File: src/rtl/uart_rx_if.sv
// Consumer-side handshake for uart_rx: holding register, valid/ack pair and sticky error flags.
interface uart_rx_if;
  logic [7:0] rx_data;
  logic       rx_valid;
  logic       rx_ack;
  logic       overrun;
  logic       frame_err;
  logic       err_clr;

  modport master (
    output rx_data,
    output rx_valid,
    output overrun,
    output frame_err,
    input  rx_ack,
    input  err_clr
  );

  modport slave (
    input  rx_data,
    input  rx_valid,
    input  overrun,
    input  frame_err,
    output rx_ack,
    output err_clr
  );
endinterface

File: src/rtl/uart_rx.sv
// 8N1 UART receiver, mid-bit sampling; rx_valid rises 3+HALF+9*DIV cycles after the start edge.
// Single holding register: a byte arriving while full and unacked is dropped and sets overrun.
module uart_rx #(
  parameter int CLKSPEED = 50000000,
  parameter int BAUD     = 115200
) (
  input  logic     clk,
  input  logic     reset_b,
  input  logic     rxd,
  uart_rx_if.master rx_if
);

  localparam int DIV  = CLKSPEED / BAUD;
  localparam int HALF = DIV / 2;
  localparam int TW   = $clog2(DIV);
  localparam logic [TW-1:0] DIV_M1  = TW'(DIV - 1);
  localparam logic [TW-1:0] HALF_M1 = TW'(HALF - 1);

  typedef enum logic [2:0] {
    IDLE,
    START,
    DATA,
    STOP,
    WAIT_HIGH
  } state_t;

  state_t        state_q;
  logic [TW-1:0] timer_q;
  logic [2:0]    idx_q;
  logic [7:0]    shift_q;
  logic          sync1_q;
  logic          rs_q;

  logic [7:0] rx_data_q, rx_data_d;
  logic       rx_valid_q, rx_valid_d;
  logic       overrun_q, overrun_d;
  logic       frame_err_q, frame_err_d;

  logic stop_tick;
  logic deliver;
  logic fe_set;

  assign stop_tick = (state_q == STOP) && (timer_q == DIV_M1);
  assign deliver   = stop_tick && rs_q;
  assign fe_set    = stop_tick && !rs_q;

  // Flops reset high so a line held low at release still reads as a falling edge.
  always_ff @(posedge clk or negedge reset_b) begin
    if (!reset_b) begin
      sync1_q <= 1'b1;
      rs_q    <= 1'b1;
    end else begin
      sync1_q <= rxd;
      rs_q    <= sync1_q;
    end
  end

  always_ff @(posedge clk or negedge reset_b) begin
    if (!reset_b) begin
      state_q <= IDLE;
      timer_q <= '0;
      idx_q   <= '0;
      shift_q <= '0;
    end else begin
      case (state_q)
        IDLE: begin
          timer_q <= '0;
          if (!rs_q) state_q <= START;
        end
        START: begin
          if (timer_q == HALF_M1) begin
            timer_q <= '0;
            idx_q   <= '0;
            state_q <= rs_q ? IDLE : DATA;
          end else begin
            timer_q <= timer_q + 1'b1;
          end
        end
        DATA: begin
          if (timer_q == DIV_M1) begin
            timer_q         <= '0;
            shift_q[idx_q]  <= rs_q;
            idx_q           <= idx_q + 1'b1;
            if (idx_q == 3'd7) state_q <= STOP;
          end else begin
            timer_q <= timer_q + 1'b1;
          end
        end
        STOP: begin
          if (timer_q == DIV_M1) begin
            timer_q <= '0;
            state_q <= rs_q ? IDLE : WAIT_HIGH;
          end else begin
            timer_q <= timer_q + 1'b1;
          end
        end
        WAIT_HIGH: begin
          // A break holds the line low; stay here so it raises one frame error only.
          if (rs_q) state_q <= IDLE;
        end
        default: state_q <= IDLE;
      endcase
    end
  end

  always_comb begin
    rx_data_d   = rx_data_q;
    rx_valid_d  = rx_valid_q;
    if (deliver) begin
      if (!rx_valid_q || rx_if.rx_ack) rx_data_d = shift_q;
      rx_valid_d = 1'b1;
    end else if (rx_if.rx_ack) begin
      rx_valid_d = 1'b0;
    end
    overrun_d   = (deliver && rx_valid_q && !rx_if.rx_ack) || (overrun_q && !rx_if.err_clr);
    frame_err_d = fe_set || (frame_err_q && !rx_if.err_clr);
  end

  always_ff @(posedge clk or negedge reset_b) begin
    if (!reset_b) begin
      rx_data_q   <= 8'h00;
      rx_valid_q  <= 1'b0;
      overrun_q   <= 1'b0;
      frame_err_q <= 1'b0;
    end else begin
      rx_data_q   <= rx_data_d;
      rx_valid_q  <= rx_valid_d;
      overrun_q   <= overrun_d;
      frame_err_q <= frame_err_d;
    end
  end

  assign rx_if.rx_data   = rx_data_q;
  assign rx_if.rx_valid  = rx_valid_q;
  assign rx_if.overrun   = overrun_q;
  assign rx_if.frame_err = frame_err_q;

endmodule
File: src/flat_wrapper.sv
// flat-port wrapper written by rule: the top's interface ports become plain ports
module uart_rx_flat 
#(
  parameter int CLKSPEED = 50000000,
  parameter int BAUD     = 115200
)
  (clk, reset_b, rxd, rx_if_rx_data, rx_if_rx_valid, rx_if_overrun, rx_if_frame_err, rx_if_rx_ack, rx_if_err_clr);
  uart_rx_if rx_if_i ();
  input  logic clk;
  input  logic reset_b;
  input  logic rxd;
  output wire logic [$bits(rx_if_i.rx_data)-1:0] rx_if_rx_data;
  output wire logic [$bits(rx_if_i.rx_valid)-1:0] rx_if_rx_valid;
  output wire logic [$bits(rx_if_i.overrun)-1:0] rx_if_overrun;
  output wire logic [$bits(rx_if_i.frame_err)-1:0] rx_if_frame_err;
  input wire logic [$bits(rx_if_i.rx_ack)-1:0] rx_if_rx_ack;
  input wire logic [$bits(rx_if_i.err_clr)-1:0] rx_if_err_clr;
  assign rx_if_rx_data = rx_if_i.rx_data;
  assign rx_if_rx_valid = rx_if_i.rx_valid;
  assign rx_if_overrun = rx_if_i.overrun;
  assign rx_if_frame_err = rx_if_i.frame_err;
  assign rx_if_i.rx_ack = rx_if_rx_ack;
  assign rx_if_i.err_clr = rx_if_err_clr;
  uart_rx #(.CLKSPEED(CLKSPEED), .BAUD(BAUD)) u_core (.clk(clk), .reset_b(reset_b), .rxd(rxd), .rx_if(rx_if_i));
endmodule
File: config.mk
export PLATFORM = sky130hd
export DESIGN_NAME = uart_rx_flat
export DESIGN_NICKNAME = d
export VERILOG_FILES = /design/src/rtl/uart_rx_if.sv /design/src/rtl/uart_rx.sv /design/src/flat_wrapper.sv
export SDC_FILE = /design/constraint.sdc
export NUM_CORES = 1
export LEC_CHECK = 0
export ABC_AREA = 1
export CAP_MARGIN = 30
export CORE_UTILIZATION = 54
export CTS_BUF_LIST = sky130_fd_sc_hd__clkbuf_4
export CTS_CLUSTER_SIZE = 14
export DETAILED_ROUTE_END_ITERATION = 8
export HOLD_SLACK_MARGIN = 0.05
export PLACE_DENSITY = 0.79
export SLEW_MARGIN = 5
export SYNTH_ARGS = -nofsm -noshare
export SYNTH_HDL_FRONTEND = slang
export SYNTH_SLANG_ARGS = --single-unit
File: constraint.sdc
create_clock -name clk -period 1.46 [get_ports clk]
set_input_delay 0.146 -clock clk [delete_from_list [all_inputs] [get_ports clk]]
set_output_delay 0.146 -clock clk [all_outputs]
set_load 0.01 [all_outputs]
* Word level (Yosys, flattened, before mapping)
Cells that the tools add are included.
** Word-level totals
- Logic and storage cells :: 71
- Output and inout port bits :: 11
- Bits of input ports :: 5
- Flip-flop bits (word level) :: 36
** Operators by class
- Eq/ne operators :: 13
- Multiplexer cells :: 20
- Reduce and logical (&&, ||, !) cells :: 24
- Order comparisons :: 2
- $add $sub $neg :: 2
** Operators by type and width (count)
- 3-bit 2-to-1 mux :: 9
- 9-bit one-hot mux with 3 select lines :: 1
- 9-bit 2-to-1 mux :: 2
- 3-bit one-hot mux with 5 select lines :: 1
- 9-bit by 1-bit adder with 9-bit output (second input constant) :: 1
- 9-bit by 8-bit == test with 1-bit output (second input constant) :: 1
- 9-bit == test (second input constant) :: 1
- 8-bit bitwise mux :: 1
- 1-bit logical AND :: 8
- 2-bit by 1-bit inequality test with 1-bit output (second input constant) :: 4
- 3-bit by 2-bit == test with 1-bit output (second input constant) :: 2
- 3-bit == test (second input constant) :: 2
- 3-bit one-hot mux with 2 select lines :: 1
- 6-bit AND reduction :: 1
- 1-bit logical NOT :: 4
- 3-bit by 4-bit < comparator with 1-bit output (second input constant) :: 1
- 2-bit inequality test (second input constant) :: 2
- 2-bit AND reduction :: 2
- 2-bit nonzero test :: 2
- 3-bit by 1-bit adder with 3-bit output (second input constant) :: 1
- 1-bit demux with 3-bit select :: 1
- 3-bit by 1-bit == test with 1-bit output (second input constant) :: 1
- 3-bit by 1-bit greater-or-equal comparator with 1-bit output (second input constant) :: 1
- 3-bit logical NOT :: 1
- other kinds (6) :: 10

* Longest topological paths before layout
- Depth after elaboration :: 6
- Gate-level depth with buffers :: 11
- Mapped depth without buffers :: 11

* Worst setup path after synthesis
OpenSTA, ideal clock, no wires.
- Kind :: register to register
- Start :: reg u_core.timer_q[1]
- End :: reg u_core.rx_data_q[5], in the netlist u_core.rx_if.rx_data[5]
- Period minus slack after synthesis :: 1.468 ns
- Setup time :: 0.118 ns
- Required time :: 1.342 ns
- Arrival time :: 1.350 ns
- Buffers on the path :: 1
- Stages on the path, launching flop included :: 11
- Setup slack :: -0.008 ns
- Path through :: dfrtp_1 inv_1 ha_1 nand2_1 nor2_1 nand2_2 inv_2 nand4_4 buf_6 nand2_1 o21ai_2
** On the way
- Cells in the longest elaborated chain, start to end :: 4
** Ends and longest elaborated chain
- start: declaration :: line uart_rx.sv:28 : logic [TW-1:0] timer_q;
- start signal: assignment :: line uart_rx.sv:76 : timer_q <= timer_q + 1'b1;
- start signal: assignment :: line uart_rx.sv:86 : timer_q <= timer_q + 1'b1;
- start signal: assignment :: line uart_rx.sv:94 : timer_q <= timer_q + 1'b1;
- 9-bit == test :: line uart_rx.sv:43 : assign stop_tick = (state_q == STOP) && (timer_q == DIV_M1);
- 1-bit logical AND :: line uart_rx.sv:43
- 1-bit logical AND :: line uart_rx.sv:44 : assign deliver = stop_tick && rs_q;
- 2-bit AND reduction (no line)
- end signal: assignment :: line uart_rx.sv:126 : rx_data_q <= rx_data_d;
- end: declaration :: line uart_rx.sv:34 : logic [7:0] rx_data_q, rx_data_d;
Every way passes these cells.
A chain may end at the register's enable or synchronous reset.

* Worst setup path in the final report
- Start :: reg u_core.timer_q[1]
- End :: reg u_core.shift_q[6]
** On the way
- Cells in the longest elaborated chain, start to end :: 2
** Ends and longest elaborated chain
- 9-bit == test :: line uart_rx.sv:80 : if (timer_q == DIV_M1) begin
- 2-bit AND reduction (no line)
- end signal: indexed assignment :: line uart_rx.sv:82 : shift_q[idx_q] <= rs_q;
- end: declaration :: line uart_rx.sv:30 : logic [7:0] shift_q;
Every way passes these cells.

==> impl_results.md <==
- Status: complete, but fails checks
- Failing checks: setup timing
- I/O pins: 16
- Drt drc: 0
- Internal Pwr Total: 1250 uW
- Mapped Area: 0.00187 sq mm
- Fraction of layout cells with a size suffix above 1: 32.0%
- CP max stage delay: 0.40 ns
- Clock sink count: 36
- Syn Inst Count: 226
- Mean Syn Cell Area: 8.28 sq um
- Total number of vias: 1588
- Grt total ovfl: 0
- Largest net degree at the start of global routing: 37
- Vias per Instance: 4.99
- Switch share: 22.4%
- Psw: 359 uW
- Starting Density: 56.1%
- Post-placement cell count: 307
- CP required: 1.71 ns
- First-pass GRT wire length: 5.64 mm
- DR pass1 iterations: 4
- Final instance area: 0.00249 sq mm
- Die Wd: 60.9 um
- Antenna-violating nets left: 0
- Max-slew headroom: 75.9%
- Worst vdd ir: 0.000693 V
- CTS Hold Buffers Added: 0
- Post-route setup TNS: -0.883 ns
- FMAX: 613 MHz
- Root Buffer: clkbuf_4
- H-tree lvl count: 2
- Core ar.: 0.00334 sq mm
- Number of global-route vias before repair: 1312
- Placed Instance Area: 0.00225 sq mm
- Clock power frac: 34.4%
- Die ar.: 0.00370 sq mm
- CP top delay family: simple AND/OR/NAND/NOR gates
- Final max-slew violation count: 0
- Actual slew at the worst max-slew pin: 0.362 ns
- Crit path capture type: register
- Power Density: 645 mW/mm^2
- Yosys warning total: 0
- CTS tree: built
- Gp weighted congestion: 0.873
- Synth-to-Final Area Change: 33.1%
- Kind of critical path: reg -> reg
- Setup slack after layout: -0.172 ns
- Starting DRT DRC Count: 85
- Clock Latency Late Sink: 0.35 ns
- RR Endpoint: u_core.shift_q[6]
- Fin crit share: 112%
- I/O Buffers: 15
- R2R setup slack: -0.17 ns
- Final non-filler cell total: 318
- Fillers: 230
- Die height: 60.9 um
- Final Critical Period: 1.63 ns
- Nets: 281
- Max cap viols: 0
- Flop pwr share: 62.5%
- Clock Skew: 0.00818 ns
- Worst path most repeated cell: nand2_2
- Post-Place Setup Slack: -0.0887 ns
- Endpoints failing hold: 0
- GRT Total Usage: 21.1%
- Final setup fails: 15
- Detailed Route WL: 3.96 mm
- RSZ-0062 raised after global routing: true
- R2r startpoint: u_core.timer_q[1]
- Startpoint types: register
- Combinational fraction of design power: 3.0%
- Clock slew at reported path FFs: 0.11 ns
- Antenna violations before repair: 0
- # diodes: 0
- Critical Path Fanout Max: 8
- Seq cells post-synth: 36
- CP max-delay cell: dfrtp_1
- Sequential area share after synthesis: 48.3%
- Synth Net Count: 236
- Crit-path cells: inv_2, ha_4, nand2_2, nor2_2, nand2_2, buf_6, nor2_4, nand3_1, o21ai_0
- Leak: 0.00131 uW
- Clk buf depth: 2
- Site row count: 21
- HP Class: in -> async
- CP bufs+invs: 2
- CP arrival: 1.88 ns
- TritonCTS Buffers: 5
- R2R cell count: 9
- Library cells used by synthesis: 27
- Wire length per cell: 12.5 um
- DP HPWL: 2.63 mm
## metrics by stage
step	power, uW	hold WS, ns	utilization (%)
floorplan	1030	-0.150	-
global placement	1070	0.346	67.4
detailed placement	1070	0.348	67.4
CTS	1610	0.183	70.2
global route	1650	0.178	74.6
finish	1600	0.177	74.6
## registers in the layout (all words and copies together) (netlist names)
name and cells:
u_core.rx_if.overrun 1, u_core.rx_if.frame_err 1, u_core.sync1_q 1, u_core.timer_q 9
u_core.rx_if.rx_valid 1, u_core.idx_q 3, u_core.rx_if.rx_data 8, u_core.shift_q 8
u_core.state_q 3, u_core.rs_q 1
## synthesized netlist by cell type
master	instances	area, sq um
a21oi_1	4	20.0
buf_6	2	22.5
clkbuf_1	1	3.75
clkinv_1	1	3.75
dfrtp_1	34	851
dfstp_2	2	52.6
ha_1	5	62.6
inv_1	30	113
inv_2	7	26.3
nand2_1	60	225
nand2_2	2	12.5
nand3_1	28	140
nand3b_1	1	7.51
nand4_4	1	21.3
nor2_1	11	41.3
nor2_2	2	12.5
nor2_4	2	22.5
nor2_8	1	20.0
nor3_1	2	10.0
nor3_2	1	10.0
o211ai_1	1	7.51
o21ai_0	13	65.1
o21ai_1	2	10.0
o21ai_2	8	70.1
o22ai_1	1	6.26
o31ai_1	1	7.51
xor2_1	3	26.3
## layer usage
layer | track usage, % | share of wire [%] | vias up
met5 | 0 | 0 | -
met4 | 6.82 | 1.4 | 0
met3 | 6.40 | 3.5 | 6
met2 | 31.4 | 48 | 37
met1 | 29.6 | 47 | 736
li1 | - | - | 809
## what timing repair did
item	4_1_cts	5_1_grt
cloned	0	1
endpoints found under the hold margin	0	0
pin swaps	1	5
buffers inserted	2	0
gates resized for setup	9	39
endpoints found under the setup margin	17	33
## power by group through the flow
stage               registers [uW]  clock network, uW  logic, uW
floorplan                     1020                  0       5.23
global placement              1020                  0       48.8
detailed placement            1020                  0       49.9
CTS                           1000                557       50.1
global route                  1000                594       54.3
finish                        1000                553       48.8
## layout make-up
type	instances	area (sq um)	area share (%)
multi-input cells	149	915	36.7
flip-flops and latches	36	905	36.3
well taps	46	57.6	2.31
inverters	38	145	5.83
clock buffers	7	52.6	2.11
clock inverters	1	5.00	0.201
repair buffers	41	410	16.5
## cell usage in the layout, fill, tap and decap left out, types with 3 or more instances in the layout
| cell type | netlist | routed |
|---|---|---|
| xor2_1 | 3 | 3 |
| inv_1 | 30 | 26 |
| nand2_4 | 0 | 5 |
| nand3_1 | 28 | 25 |
| dlymetal6s2s_1 | 0 | 6 |
| dfrtp_1 | 34 | 33 |
| o21ai_1 | 2 | 6 |
| clkdlybuf4s50_1 | 0 | 9 |
| buf_4 | 0 | 21 |
| nor2_2 | 2 | 3 |
| o21ai_0 | 13 | 9 |
| a21oi_1 | 4 | 3 |
| nand2_2 | 2 | 11 |
| nand2_1 | 60 | 46 |
| inv_2 | 7 | 10 |
| nand3_2 | 0 | 3 |
| nor2_1 | 11 | 10 |
| o21ai_2 | 8 | 7 |
| clkbuf_4 | 0 | 7 |
## worst max-delay path by stage
stage                      startpoint                       to  slack, ns  depth (start not counted)
floorplan           u_core.timer_q[1]  u_core.rx_if.rx_data[5]       0.01                         10
global placement    u_core.timer_q[1]        u_core.shift_q[5]      -0.03                         10
detailed placement  u_core.timer_q[1]        u_core.shift_q[0]      -0.09                          9
CTS                 u_core.timer_q[1]        u_core.shift_q[3]      -0.08                         10
global route        u_core.timer_q[1]        u_core.shift_q[6]      -0.31                          9
finish              u_core.timer_q[1]        u_core.shift_q[6]      -0.17                          9
## kinds of logic after synthesis
| logic type | share of synthesized area (%) |
|---|---|
| xor+xnor | 1.40 |
| fa+ha+maj | 3.34 |
| flops | 48.3 |
| compound gates | 9.97 |
| buf+inv | 9.03 |
| simple gates | 28.0 |
Note: power is estimated with default switching activity, not from simulation.
